`src/rtl/fu_wb_arbiter.sv`:
```
// Writeback arbiter: per-FU skid FIFOs feeding one regfile write port
// via round-robin; WB_ARB_BYPASS_EN adds same-cycle bypass for empty FIFOs.
//
// Ports:
//   clk, rst      clock, async active-high reset
//   fu_i[NFU]     per-FU result payload (pc, id, prd, rdval)
//   fu_i_valid    per-FU result valid (no backpressure to the FU)
//   fu_stall_o    per-FU issue stall, from registered FIFO occupancy
//   wb_o          granted result, zero when idle
//   wb_o_valid    a result is written back this cycle
//   wb_src_o      index of the granted FU, zero when idle
//   overflow_o    sticky: a result was dropped on a full FIFO

package fu_wb_pkg;
  typedef struct packed {
    logic [31:0] pc;
    logic [7:0]  id;
    logic [5:0]  prd;
    logic [63:0] rdval;
  } fu_output_t;
endpackage

module fu_wb_arbiter
  import fu_wb_pkg::*;
#(
  parameter int NFU   = 4,
  parameter int DEPTH = 4,
  parameter int SKID  = 2,
  localparam int SW   = (NFU > 1) ? $clog2(NFU) : 1
) (
  input  logic             clk,
  input  logic             rst,
  input  fu_output_t       fu_i [NFU],
  input  logic [NFU-1:0]   fu_i_valid,
  output logic [NFU-1:0]   fu_stall_o,
  output fu_output_t       wb_o,
  output logic             wb_o_valid,
  output logic [SW-1:0]    wb_src_o,
  output logic             overflow_o
);

  localparam int PW = $clog2(DEPTH);
  localparam int CW = PW + 1;

  fu_output_t     mem_q [NFU][DEPTH];
  logic [PW-1:0]  wr_q [NFU];
  logic [PW-1:0]  wr_d [NFU];
  logic [PW-1:0]  rd_q [NFU];
  logic [PW-1:0]  rd_d [NFU];
  logic [CW-1:0]  cnt_q [NFU];
  logic [CW-1:0]  cnt_d [NFU];
  logic [SW-1:0]  rr_ptr_q, rr_ptr_d;
  logic           ovf_q, ovf_d;

  logic [NFU-1:0] empty, elig;
  logic [NFU-1:0] pop, push, drop, byp;
  logic           gnt_v;
  logic [SW-1:0]  gnt;

  always_comb begin
    empty = '0;
    elig  = '0;
    for (int i = 0; i < NFU; i++) begin
      empty[i] = (cnt_q[i] == '0);
`ifdef WB_ARB_BYPASS_EN
      elig[i]  = ~empty[i] | (fu_i_valid[i] & ~rst);
`else
      elig[i]  = ~empty[i];
`endif
    end
  end

  // First eligible index at or after rr_ptr, wrapping at NFU.
  always_comb begin
    gnt_v = 1'b0;
    gnt   = '0;
    for (int k = 0; k < NFU; k++) begin
      if (!gnt_v && elig[(int'(rr_ptr_q) + k) % NFU]) begin
        gnt_v = 1'b1;
        gnt   = SW'((int'(rr_ptr_q) + k) % NFU);
      end
    end
  end

  always_comb begin
    wb_o       = '0;
    wb_o_valid = gnt_v;
    wb_src_o   = gnt;
    pop        = '0;
    byp        = '0;
    if (gnt_v) begin
`ifdef WB_ARB_BYPASS_EN
      if (empty[gnt]) begin
        byp[gnt] = 1'b1;
        wb_o     = fu_i[gnt];
      end else begin
        pop[gnt] = 1'b1;
        wb_o     = mem_q[gnt][rd_q[gnt]];
      end
`else
      pop[gnt] = 1'b1;
      wb_o     = mem_q[gnt][rd_q[gnt]];
`endif
    end
  end

  // A full FIFO still accepts when it is popped the same cycle.
  always_comb begin
    push       = '0;
    drop       = '0;
    fu_stall_o = '0;
    for (int i = 0; i < NFU; i++) begin
      push[i] = fu_i_valid[i] & ~byp[i] &
                ((cnt_q[i] != CW'(DEPTH)) | pop[i]);
      drop[i] = fu_i_valid[i] & ~byp[i] &
                (cnt_q[i] == CW'(DEPTH)) & ~pop[i];
      wr_d[i]  = wr_q[i] + PW'(push[i]);
      rd_d[i]  = rd_q[i] + PW'(pop[i]);
      cnt_d[i] = cnt_q[i] + CW'(push[i]) - CW'(pop[i]);
      fu_stall_o[i] = ~rst &
                      ((DEPTH - int'(cnt_q[i])) <= SKID);
    end
    rr_ptr_d = rr_ptr_q;
    if (gnt_v) begin
      rr_ptr_d = (gnt == SW'(NFU - 1)) ? '0 : gnt + 1'b1;
    end
    ovf_d = ovf_q | (|drop);
  end

  always_ff @(posedge clk or posedge rst) begin
    if (rst) begin
      for (int i = 0; i < NFU; i++) begin
        wr_q[i]  <= '0;
        rd_q[i]  <= '0;
        cnt_q[i] <= '0;
      end
      rr_ptr_q <= '0;
      ovf_q    <= 1'b0;
    end else begin
      for (int i = 0; i < NFU; i++) begin
        wr_q[i]  <= wr_d[i];
        rd_q[i]  <= rd_d[i];
        cnt_q[i] <= cnt_d[i];
      end
      rr_ptr_q <= rr_ptr_d;
      ovf_q    <= ovf_d;
    end
  end

  // Storage needs no reset: occupancy is tracked by the counters.
  always_ff @(posedge clk) begin
    for (int i = 0; i < NFU; i++) begin
      if (push[i]) mem_q[i][wr_q[i]] <= fu_i[i];
    end
  end

  assign overflow_o = ovf_q;

endmodule
```
`config.mk`:
```
export PLATFORM = sky130hd
export DESIGN_NAME = fu_wb_arbiter
export DESIGN_NICKNAME = d
export VERILOG_FILES = /design/src/rtl/fu_wb_arbiter.sv
export SDC_FILE = /design/constraint.sdc
export NUM_CORES = 2
export LEC_CHECK = 0
export BUFFER_PORTS_ARGS = -buffer_cell sky130_fd_sc_hd__buf_2
export CORE_MARGIN = 2
export CORE_UTILIZATION = 45
export DETAILED_ROUTE_END_ITERATION = 12
export PLACE_DENSITY = 0.6
export SLEW_MARGIN = 20
export SYNTH_ARGS = -nofsm -noshare
export SYNTH_HDL_FRONTEND = slang
export SYNTH_SLANG_ARGS = --single-unit
```
`constraint.sdc`:
```
create_clock -name clk -period 24.5 [get_ports clk]
set_input_delay 0 -clock clk [delete_from_list [all_inputs] [get_ports clk]]
set_output_delay 0 -clock clk [all_outputs]
set_load 0.1 [all_outputs]
```
== After elaboration in Yosys (flattened, before gate mapping) ==
Memories as Yosys holds them, arrays and structs flattened.
Cells that the tools add are included.
Storage, ports and cells
  register bits after elaboration: 31
  bits in latches: 0
  RAM bits: 1760
  memory bits (read-only): 0
  input bits: 446
  output and inout bits: 118
  logic and storage cells: 172
  memories: 1
Memory list
  mem_q: depth 4, bits a word 440, rd ports 1, clocked after Yosys merged registers in 0, wr ports 4, RTL line 45  | fu_output_t mem_q [NFU][DEPTH];
Operators by class
  $add $sub $neg: 24
  multiply operators: 0
  divide/modulo/power cells: 0
  order comparisons: 20
  equality and inequality tests: 9
  shifts and indexed selects: 0
  multiplexer cells: 46
  bitwise operators: 39
  reductions and logical operators: 19
Operators with widths (count)
  two-way mux 440 bit: 4
  demux 110 bit (select 2 bit): 4
  two-way mux 110 bit: 7
  binary-select mux 110 bit (select 2 bit): 1
  >= comparator 3 bit (second input constant): 6
  NOT 2 -> 3 bit: 6
  adder 2 x 1 -> 2 bit: 8
  AND 1 bit: 16
  less-or-equal comparator 4 x 3 -> 1 bit (second input constant): 4
  two-way mux 1 bit: 16
  subtractor 3 x 3 -> 4 bit (first input constant): 4
  two-way mux 2 bit: 7
  adder 3 x 1 -> 3 bit: 4
  == test 3 bit (second input constant): 4
  zero test 3 bit: 4
  less-than comparator 3 x 1 -> 1 bit (second input constant): 4
  less-than comparator 3 x 4 -> 1 bit (second input constant): 3
  inequality test 3 bit (second input constant): 4
  subtractor 3 x 1 -> 3 bit: 4
  NOT 1 bit: 9
  binary-select mux 1 bit (select 2 bit): 4
  logical AND 1 bit: 8
  less-than comparator 2 x 3 -> 1 bit (second input constant): 2
  OR reduction 2 bit: 3
  other kinds (11): 21

== Logic depth before layout (Yosys ltp) ==
  depth after elaboration: 23
  gate-level depth with buffers: 22
  gate-level depth less buffers: 17

== Worst setup path after synthesis ==
OpenSTA, ideal clock, no wires.
  path kind: flip-flop to flip-flop
  start: reg cnt_q[8] (netlist bit)
  end: mem mem_q[3][220] (netlist bit), enable pin
  library setup time: 0.736 ns
  data arrival time: 10.766 ns
  data required time: 23.764 ns
  setup slack: 12.998 ns
  stages on the path, launching flop included: 17
  path buffers: 6
  clock period less this slack: 11.502 ns
  cell sequence: dfrtp_1 -> or3_1 -> buf_2 -> nor4_2 -> o21ai_1 -> o221a_2 -> buf_6 -> buf_4 -> clkbuf_1 -> buf_2 -> buf_1 -> inv_1 -> ha_1 -> nand2_1 -> nand2_1 -> nand2_1 -> nor3b_1
RTL lines
  start: declaration: RTL line 50  | logic [CW-1:0] cnt_q [NFU];
  start signal: indexed assignment: RTL line 143  | cnt_q[i] <= cnt_d[i];
  end: declaration: RTL line 45

==> results.md <==
- Worst slew pin tran: 1.22 ns
- CTS tree: done
- Critical path required time: 24.50 ns
- FP Rows: 146
- Share of post-route cells with drive strength above 1: 14.2%
- Area of the multi-input gates: 16000 um2
- Post-synthesis cell type count: 51
- Root buffer cell: clkbuf_16
- Most common cell after layout, fill and taps aside: edfxtp_1
- Avg Cell Area, Syn: 13.6 um2
- Synth Cell Area: 71300 um2
- First-pass GRT wire length: 321000 um
- Filler-free cell count of the finished design: 8793
- Setup WS pre-CTS: 17.72 ns
- Initial Util: 45.2%
- Setup crit end kind: output port
- TritonCTS Buffers: 185
- Kind of critical path: reg2out
- Post-CTS Setup Bufs: 0
- Final Hold Vio Count: 0
- Initial antenna violation count: 47
- Core ar.: 158000 um2
- CP Launch Point: cnt_q[1]
- Die area: 162000 um2
- Worst Skew: 0.0395 ns
- Hold_sp: fu_i[268]
- H-tree depth: 4
- Sink Count: 1791
- Final RePlAce weighted congestion: 0.825
- Post-route setup slack: 16.97 ns
- Ports: 564
- Rel. slew slack: 18.5%
- Post-Place Cells: 7590
- Slew Viols, Final: 0
- Area growth from synthesis to layout: 26.4%
- Final worst path period need: 7.53 ns
- Mapped Nets: 5725
- Peak Freq: 0.133 GHz
- Vias in the first global route: 49500
- Largest net degree at the start of global routing: 236
- Worst Hold Class: in2reg
- Vias: 49800
- Met3 routed WL: 16800 um
- Die height: 402 um
- Post-DP HPWL: 117000 um
- Clock slew at reported path FFs: 0.06 ns
- Most frequent cells in the layout: edfxtp_1, nand2_1, dlygate4sd3_1
- Total Routing Usage GR: 26.6%
- DR WL/cell: 25.0 um
- Register area: 53600 um2
- DRC Markers: 0
- Register area share after synthesis: 75.2%
- Fillers: 12700
- Status: completed
- Nets: 7027
- Number of synthesized register bits: 1791
- Total grt overflow: 0
- Die X-Extent: 402 um
- Met1 wire length: 89200 um
- Post-synth EDFFs: 1760
- Tcrit/Tclk final: 30.7%
- Port bufs: 563
- Setup_tns: 0 ns
- Fin util: 57.1%
- Worst-skew pair later-pin latency: 0.82 ns
- Syn. warnings: 0
- Primary FF master, synth: edfxtp_1
- Max_cap viols: 0
- CTS Hold Bufs: 839
- Gate Count Post-Synth: 5244
- Initial drt markers: 5153
- Critical Path AT: 7.53 ns
- Finish-stage setup viols: 0
- Ys async rst share: 1.73%
- Max layer used: met5
- Post-cts resize count: 0
- Worst setup SP type: flop
- Worst R2R Start: cnt_q[1]
- First-pass DRT Iterations: 6
- Max Fanout on Critical Path: 107
- Final ANT Viol Nets: 0
- CTS max path bufs: 3
- Post-Route WL: 220000 um
- RSZ-0062 raised after global routing: false
- Vias per inst: 5.66
- Met2 routed WL: 107000 um
-- logic make-up (layout without fill, tap and decap cells) --
logic type	after synthesis	after routing	share of synthesized area [%]
multiplexers	49	49	0.932
buffers and inverters	405	1852	2.48
AO/OA/AOI/OAI	559	559	6.32
flip-flops	1791	1791	75.2
other	0	30	0
adder cells (fa/ha/maj)	35	35	0.656
AND/OR/NAND/NOR	2393	2393	14.2
XOR/XNOR	12	12	0.147
-- routing by layer --
metal,vias to the layer above,track usage [%]
met4,42,9.02
met2,2199,43.9
met1,24900,35.6
met3,463,4.89
met5,-,0
li1,22200,-
-- stage by stage --
| step | cell area [um2] | hold WS, ns |
|---|---|---|
| after global placement | 75900 | 0.147 |
| after CTS | 90000 | 0.0000487 |
| final | 90100 | 0.0421 |
| after detailed placement | 75900 | 0.141 |
| after floorplan | 71300 | 0.0989 |
| after global routing | 90100 | 0.00450 |
-- final timing paths --
| check | slack (ns) | depth (start not counted) | endpoint |
|---|---|---|---|
| max in group asynchronous | 23.35 | 5 | cnt_q[10] |
| hold / removal | 0.04 | 2 | mem_q[1][378] |
| hold reg to reg | 0.50 | 1 | cnt_q[0] |
| min in group asynchronous | 0.47 | 4 | cnt_q[6] |
| setup reg to reg | 18.48 | 12 | mem_q[0][158] |
| setup / recovery | 16.97 | 14 | wb_o[91] |
-- flip-flops by register name, summed over array words and instances (netlist names) --
name        flops
mem_q        1760
cnt_q          12
rd_q            8
overflow_o      1
wr_q            8
rr_ptr_q        2
-- area by class of cell --
| cell class | instances | area share (%) |
|---|---|---|
| clock buffers | 231 | 5.35 |
| inverters | 34 | 0.189 |
| well taps | 2072 | 2.88 |
| diodes | 30 | 0.0833 |
| clock inverters | 101 | 0.980 |
| multi-input cells | 3048 | 17.8 |
| flip-flops and latches | 1791 | 59.5 |
| repair buffers | 1486 | 13.2 |
-- worst max-delay path, cell delays in order (launching register included) --
cell      delay [ns]
dfrtp_1         0.36
inv_1           0.10
ha_1            0.23
ha_1            0.22
mux4_2          0.47
o21ai_1         0.22
o221a_4         0.64
buf_6           0.73
mux2_8          0.60
buf_16          0.45
buf_4           0.88
buf_4           0.53
a311oi_1        0.16
a211oi_1        0.52
buf_2           0.53
-- synth_stat cells (2+ instances only) --
library cell  count  area [um2]
mux2i_1          32         320
nand3_1         422        2110
xor2_1           10        87.6
o31ai_1           2        15.0
edfxtp_1       1760       52900
o211ai_1         10        75.1
a211oi_2         20         250
buf_4             8        60.1
a21o_1            2        15.0
inv_1            32         120
o32a_1           11         110
ha_1             31         388
mux4_2           12         270
or3_1             3        18.8
xnor2_1           2        17.5
a311oi_1        298        2610
clkbuf_1        200         751
nor3b_1           5        37.5
buf_2           130         651
fa_1              4        80.1
o21ai_0           4        20.0
buf_6             6        67.6
a211oi_1         80         601
a31oi_1         100         626
buf_1            27         101
nor3_1            8        40.0
o21ai_1           2        10.0
a21oi_1          24         120
mux2_2            2        22.5
nor2_1           17        63.8
dfrtp_1          31         776
nand2_1        1704        6400
and3_1          224        1400
nand2b_1          4        25.0
Power is left out: the tool's default activity adds up to more than one toggle a clock period on the data nets, which glitch-free logic cannot reach.
